$ cat src/rtl/lfsr_bcd_display.sv
// lfsr_bcd_display
// Captures an LFSR byte on request and converts it to decimal BCD with an
// iterative double-dabble engine, one bit per clock. The result drives
// active-low seven-segment patterns, with leading zeros blanked.
module lfsr_bcd_display #(
   parameter int W    = 8,
   parameter int NDIG = 3
) (
   input  logic                clk,
   input  logic                rst,
   input  logic                step,
   input  logic [W-1:0]        din,
   output logic                busy,
   output logic                done,
   output logic                valid,
   output logic [4*NDIG-1:0]   bcd,
   output logic [8*NDIG-1:0]   seg
);

   localparam int SW = 4 * NDIG;        // BCD scratch width
   localparam int CW = $clog2(W) + 1;   // bit counter width

   typedef enum logic {IDLE, CONV} state_t;

   state_t             state_reg, state_next;
   logic [CW-1:0]      cnt_reg, cnt_next;
   // {scratch BCD, binary} shifted together as one register.
   logic [SW+W-1:0]    sh_reg, sh_next;
   logic [SW-1:0]      scr_adj;
   logic [SW-1:0]      bcd_reg, bcd_next;
   logic               valid_reg, valid_next;
   logic               done_reg, done_next;

   // Per-nibble add-3 correction; nibbles are independent (no carry).
   generate
      for (genvar gi = 0; gi < NDIG; gi++) begin : g_adj
         assign scr_adj[4*gi +: 4] = (sh_reg[W + 4*gi +: 4] >= 4'd5) ?
                                     sh_reg[W + 4*gi +: 4] + 4'd3 :
                                     sh_reg[W + 4*gi +: 4];
      end
   endgenerate

   // State and datapath registers; reset discards any partial conversion.
   always_ff @(posedge clk) begin
      if (rst) begin
         state_reg <= IDLE;
         cnt_reg   <= '0;
         sh_reg    <= '0;
         bcd_reg   <= '0;
         valid_reg <= 1'b0;
         done_reg  <= 1'b0;
      end else begin
         state_reg <= state_next;
         cnt_reg   <= cnt_next;
         sh_reg    <= sh_next;
         bcd_reg   <= bcd_next;
         valid_reg <= valid_next;
         done_reg  <= done_next;
      end
   end

   // Next-state logic: capture in IDLE, one adjust-and-shift per CONV cycle.
   always_comb begin
      state_next = state_reg;
      cnt_next   = cnt_reg;
      sh_next    = sh_reg;
      bcd_next   = bcd_reg;
      valid_next = valid_reg;
      done_next  = 1'b0;
      case (state_reg)
         IDLE: begin
            if (step) begin
               sh_next    = {{SW{1'b0}}, din};
               cnt_next   = '0;
               valid_next = 1'b0;
               state_next = CONV;
            end
         end
         CONV: begin
            // The bit shifted out of the top is always zero for legal W/NDIG.
            sh_next  = {scr_adj, sh_reg[W-1:0]} << 1;
            cnt_next = cnt_reg + CW'(1);
            if (cnt_reg == CW'(W - 1)) begin
               bcd_next   = sh_next[SW+W-1:W];
               valid_next = 1'b1;
               done_next  = 1'b1;
               state_next = IDLE;
            end
         end
         default: state_next = IDLE;
      endcase
   end

   assign busy  = (state_reg == CONV);
   assign done  = done_reg;
   assign valid = valid_reg;
   assign bcd   = bcd_reg;

   // Active-low {dp,g,f,e,d,c,b,a}; non-decimal nibbles show blank.
   function automatic logic [7:0] seg_pat(input logic [3:0] n);
      case (n)
         4'd0:    seg_pat = 8'hC0;
         4'd1:    seg_pat = 8'hF9;
         4'd2:    seg_pat = 8'hA4;
         4'd3:    seg_pat = 8'hB0;
         4'd4:    seg_pat = 8'h99;
         4'd5:    seg_pat = 8'h92;
         4'd6:    seg_pat = 8'h82;
         4'd7:    seg_pat = 8'hF8;
         4'd8:    seg_pat = 8'h80;
         4'd9:    seg_pat = 8'h90;
         default: seg_pat = 8'hFF;
      endcase
   endfunction

   // Decode purely from registered bcd/valid so seg never leads bcd.
   // A digit above the units blanks when it and every higher digit is zero.
   generate
      for (genvar gi = 0; gi < NDIG; gi++) begin : g_seg
         logic blank;
         if (gi == 0) begin : g_units
            assign blank = ~valid_reg;
         end else begin : g_upper
            assign blank = ~valid_reg | (bcd_reg[SW-1:4*gi] == '0);
         end
         assign seg[8*gi +: 8] = blank ? 8'hFF : seg_pat(bcd_reg[4*gi +: 4]);
      end
   endgenerate

endmodule

$ cat config.mk
export PLATFORM = sky130hd
export DESIGN_NAME = lfsr_bcd_display
export DESIGN_NICKNAME = d
export VERILOG_FILES = /design/src/rtl/lfsr_bcd_display.sv
export SDC_FILE = /design/constraint.sdc
export NUM_CORES = 1
export LEC_CHECK = 0
export CORE_MARGIN = 8
export CORE_UTILIZATION = 40
export CTS_BUF_LIST = sky130_fd_sc_hd__clkbuf_4 sky130_fd_sc_hd__clkbuf_8 sky130_fd_sc_hd__clkbuf_16
export CTS_CLUSTER_DIAMETER = 50
export DETAILED_ROUTE_END_ITERATION = 16
export SYNTH_ARGS = -nofsm -noshare
export SYNTH_HDL_FRONTEND = slang
export SYNTH_SLANG_ARGS = --single-unit
$ cat constraint.sdc
create_clock -name clk -period 2.4 [get_ports clk]
set_clock_uncertainty 0.1 [all_clocks]
set_input_delay 0.72 -clock clk [delete_from_list [all_inputs] [get_ports clk]]
set_output_delay 0.72 -clock clk [all_outputs]
set_load 0.02 [all_outputs]
==> results.sh <==
export IMPL_run_status="completed"
export IMPL_synth_top_cell_area_share_pct=35.01
export IMPL_dr_total_vias=3198
export IMPL_average_wire_per_cell_in_the_routed_design_um=13.24
export IMPL_start_util_pct=41.55
export IMPL_placementRows=33
export IMPL_max_clock_path_buffers=2
export IMPL_worst_ir_drop_on_vdd_mv=0.2572
export IMPL_drtPass1Iterations=5
export IMPL_root_buffer="sky130_fd_sc_hd__clkbuf_8"
export IMPL_critPathCaptureType="output pin"
export IMPL_final_worst_hold_slack_ps=387.6
export IMPL_crit_path_start_kind="flip-flop"
export IMPL_n_antenna_cell=0
export IMPL_synth_main_ff_cell="sky130_fd_sc_hd__dfxtp_1"
export IMPL_synth_edf_count=0
export IMPL_floorplan_core_area_um2=8258
export IMPL_ys_warnings_count=0
export IMPL_global_route_wire_length_before_repair_um=14150
export IMPL_sum_of_routed_wire_length_over_all_layers_um=8391
export IMPL_average_cell_area_after_synthesis_um2=8.016
export IMPL_cts_made_buffers=9
export IMPL_vias_in_the_first_global_route=3073
export IMPL_die_y_um=108.6
export IMPL_max_cap_violations=0
export IMPL_globalRouteTotalUtil_pct=14.59
export IMPL_synth_commonest_cells="60 x sky130_fd_sc_hd__dfxtp_1, 50 x sky130_fd_sc_hd__a21oi_1, 46 x sky130_fd_sc_hd__nor2_1, 23 x sky130_fd_sc_hd__inv_1, 23 x sky130_fd_sc_hd__nand2_1"
export IMPL_final_antenna_net_count=0
export IMPL_total_leakage_power_nw=1.950
export IMPL_placement_setup_worst_slack_ps=-428.3
export IMPL_synth_most_common_cell="sky130_fd_sc_hd__dfxtp_1"
export IMPL_clock_transition_at_the_register_clock_pins_on_the_worst_setup_and_hold_paths_after_cts_ps=70
export IMPL_min_period_ps=2361
export IMPL_cp_max_fo=7
export IMPL_syn2layout_area_growth_pct=36.36
export IMPL_setup_ws_ps=38.79
export IMPL_ctsHoldBuffers=0
export IMPL_die_area_um2=11800
export IMPL_clk_latency_ps=330
export IMPL_grt_max_degree=52
export IMPL_number_of_antenna_violations_at_the_first_check_in_global_routing=0
export IMPL_cts_htree_levels=3
export IMPL_hpwlAfterDp_um=6334
export IMPL_die_width_um=108.6
export IMPL_synthDistinctLibCells=54
export IMPL_yosysTopAreaCell="sky130_fd_sc_hd__dfxtp_1"
export IMPL_viasPerCell=5.044
export IMPL_post_synthesis_register_bit_count=60
export IMPL_tritoncts_num_sinks=60
export IMPL_synth_area_leaders="sky130_fd_sc_hd__dfxtp_1 35%, sky130_fd_sc_hd__ha_1 8.0%, sky130_fd_sc_hd__a21oi_1 7.3%"
export IMPL_grt_overflow=0
export IMPL_grt_setup_unrepaired="true"
export IMPL_number_of_failing_setup_endpoints_in_the_final_timing_report=0
export IMPL_worstPathRequired_ps=1580
export IMPL_finalWeightedCongestion=0.9016
export IMPL_postSynthCellCount=428
export IMPL_setup_worst_path_class="flip-flop to output pin"
export IMPL_remaining_drc_errors=0
export IMPL_share_of_cells_above_drive_strength_1_pct=24.20
export IMPL_port_buffers=46
export IMPL_count_of_pins_on_the_block_boundary=50
export IMPL_power_density_nw_per_um2=430.0
export IMPL_critPathArrivalTime_ps=1540
export IMPL_drv_slew=0
export IMPL_synthArstFlopShare_pct=0
export IMPL_drt_first_iter_violations=124
export IMPL_finish_net_count=557
export IMPL_period_share_pct=98.38
export IMPL_hold_path_class="flip-flop to flip-flop"
export IMPL_cts_tree="done"
export IMPL_synth_seq_area_share_pct=35.01
export IMPL_finalHoldViolations=0
export IMPL_mappedNetlistArea_um2=3431
export IMPL_maxClockFrequency_mhz=423.5
-- stage by stage --
step	util (%)	TNS [ps]	std cells	instance area [um^2]	power (W)
floorplan	-	0	430	3446	0.001108
global placement	53.23	-3983	615	4395	0.001153
detailed placement	53.23	-4519	615	4395	0.001155
CTS	55.24	-19.46	633	4562	0.002032
global route	56.65	-139.5	634	4678	0.002092
finish	56.65	0	634	4678	0.002012
-- worst paths after layout --
check,to,slack [ps],from,depth (start not counted)
max,seg[14],40,bcd[10],5
min reg2reg,sh_reg[7],390,sh_reg[6],2
max reg2reg,flip-flop,130,sh_reg[8],10
min,sh_reg[7],390,sh_reg[6],2
-- layer usage --
metal	track usage, %	wire length, um
met4	5.279	104
met2	23.54	3708
met1	18.84	4222
met3	3.009	355
met5	0	0
-- area by class of cell --
| cell class | count | area, um^2 |
|---|---|---|
| Clock buffer | 9 | 123.9 |
| Sequential cell | 60 | 1205 |
| Fill cell | 785 | 3580 |
| Clock inverter | 7 | 67.56 |
| Multi-Input combinational cell | 316 | 2098 |
| Inverter | 26 | 97.59 |
| Tap cell | 105 | 131.4 |
| Timing Repair Buffer | 111 | 954.7 |
-- worst max-delay path, stage by stage (launching register included) --
cell and delay (ps):
sky130_fd_sc_hd__dfxtp_2 340, sky130_fd_sc_hd__o41ai_4 380, sky130_fd_sc_hd__nand2_2 170, sky130_fd_sc_hd__buf_6 160, sky130_fd_sc_hd__nand2b_4 60, sky130_fd_sc_hd__buf_6 110
-- kinds of logic after synthesis --
family                   after synthesis  share of synthesized area, %
flip-flops                            60                         35.01
multiplexers                           9                         2.626
buffers and inverters                 54                         6.710
AO/OA/AOI/OAI                        120                         22.50
AND/OR/NAND/NOR                      153                         22.72
other                                  1                        0.1093
XOR/XNOR                               9                         2.298
adder cells (fa/ha/maj)               22                         8.023
-- cell usage in the layout (no fill, tap or decap), drive strengths merged, types with 8 or more instances in the layout --
| master | instances |
|---|---|
| nand2 | 24 |
| nand3 | 9 |
| dfxtp | 60 |
| nor3b | 8 |
| nor2 | 46 |
| mux2i | 9 |
| a21oi | 50 |
| nand2b | 21 |
| buf | 79 |
| nor3 | 20 |
| o21ai | 23 |
| clkdlybuf4s50 | 23 |
| a211oi | 10 |
| clkbuf | 9 |
| ha | 22 |
| inv | 26 |
-- power by group --
group          internal (W)  total (W)  switching (W)
Sequential          0.00101    0.00101     0.00000683
Combinational     0.0000525   0.000119      0.0000668
Clock              0.000473   0.000878       0.000406
Total               0.00153    0.00201       0.000479
-- what timing repair did --
item / in CTS / in global routing
resized for setup: 66 / 30
endpoints found under the setup margin: 26 / 33
pin swaps: 1 / 6
endpoints found under the hold margin: 0 / 0
buffers inserted: 2 / 1
Note: power is estimated with default switching activity, not from simulation.
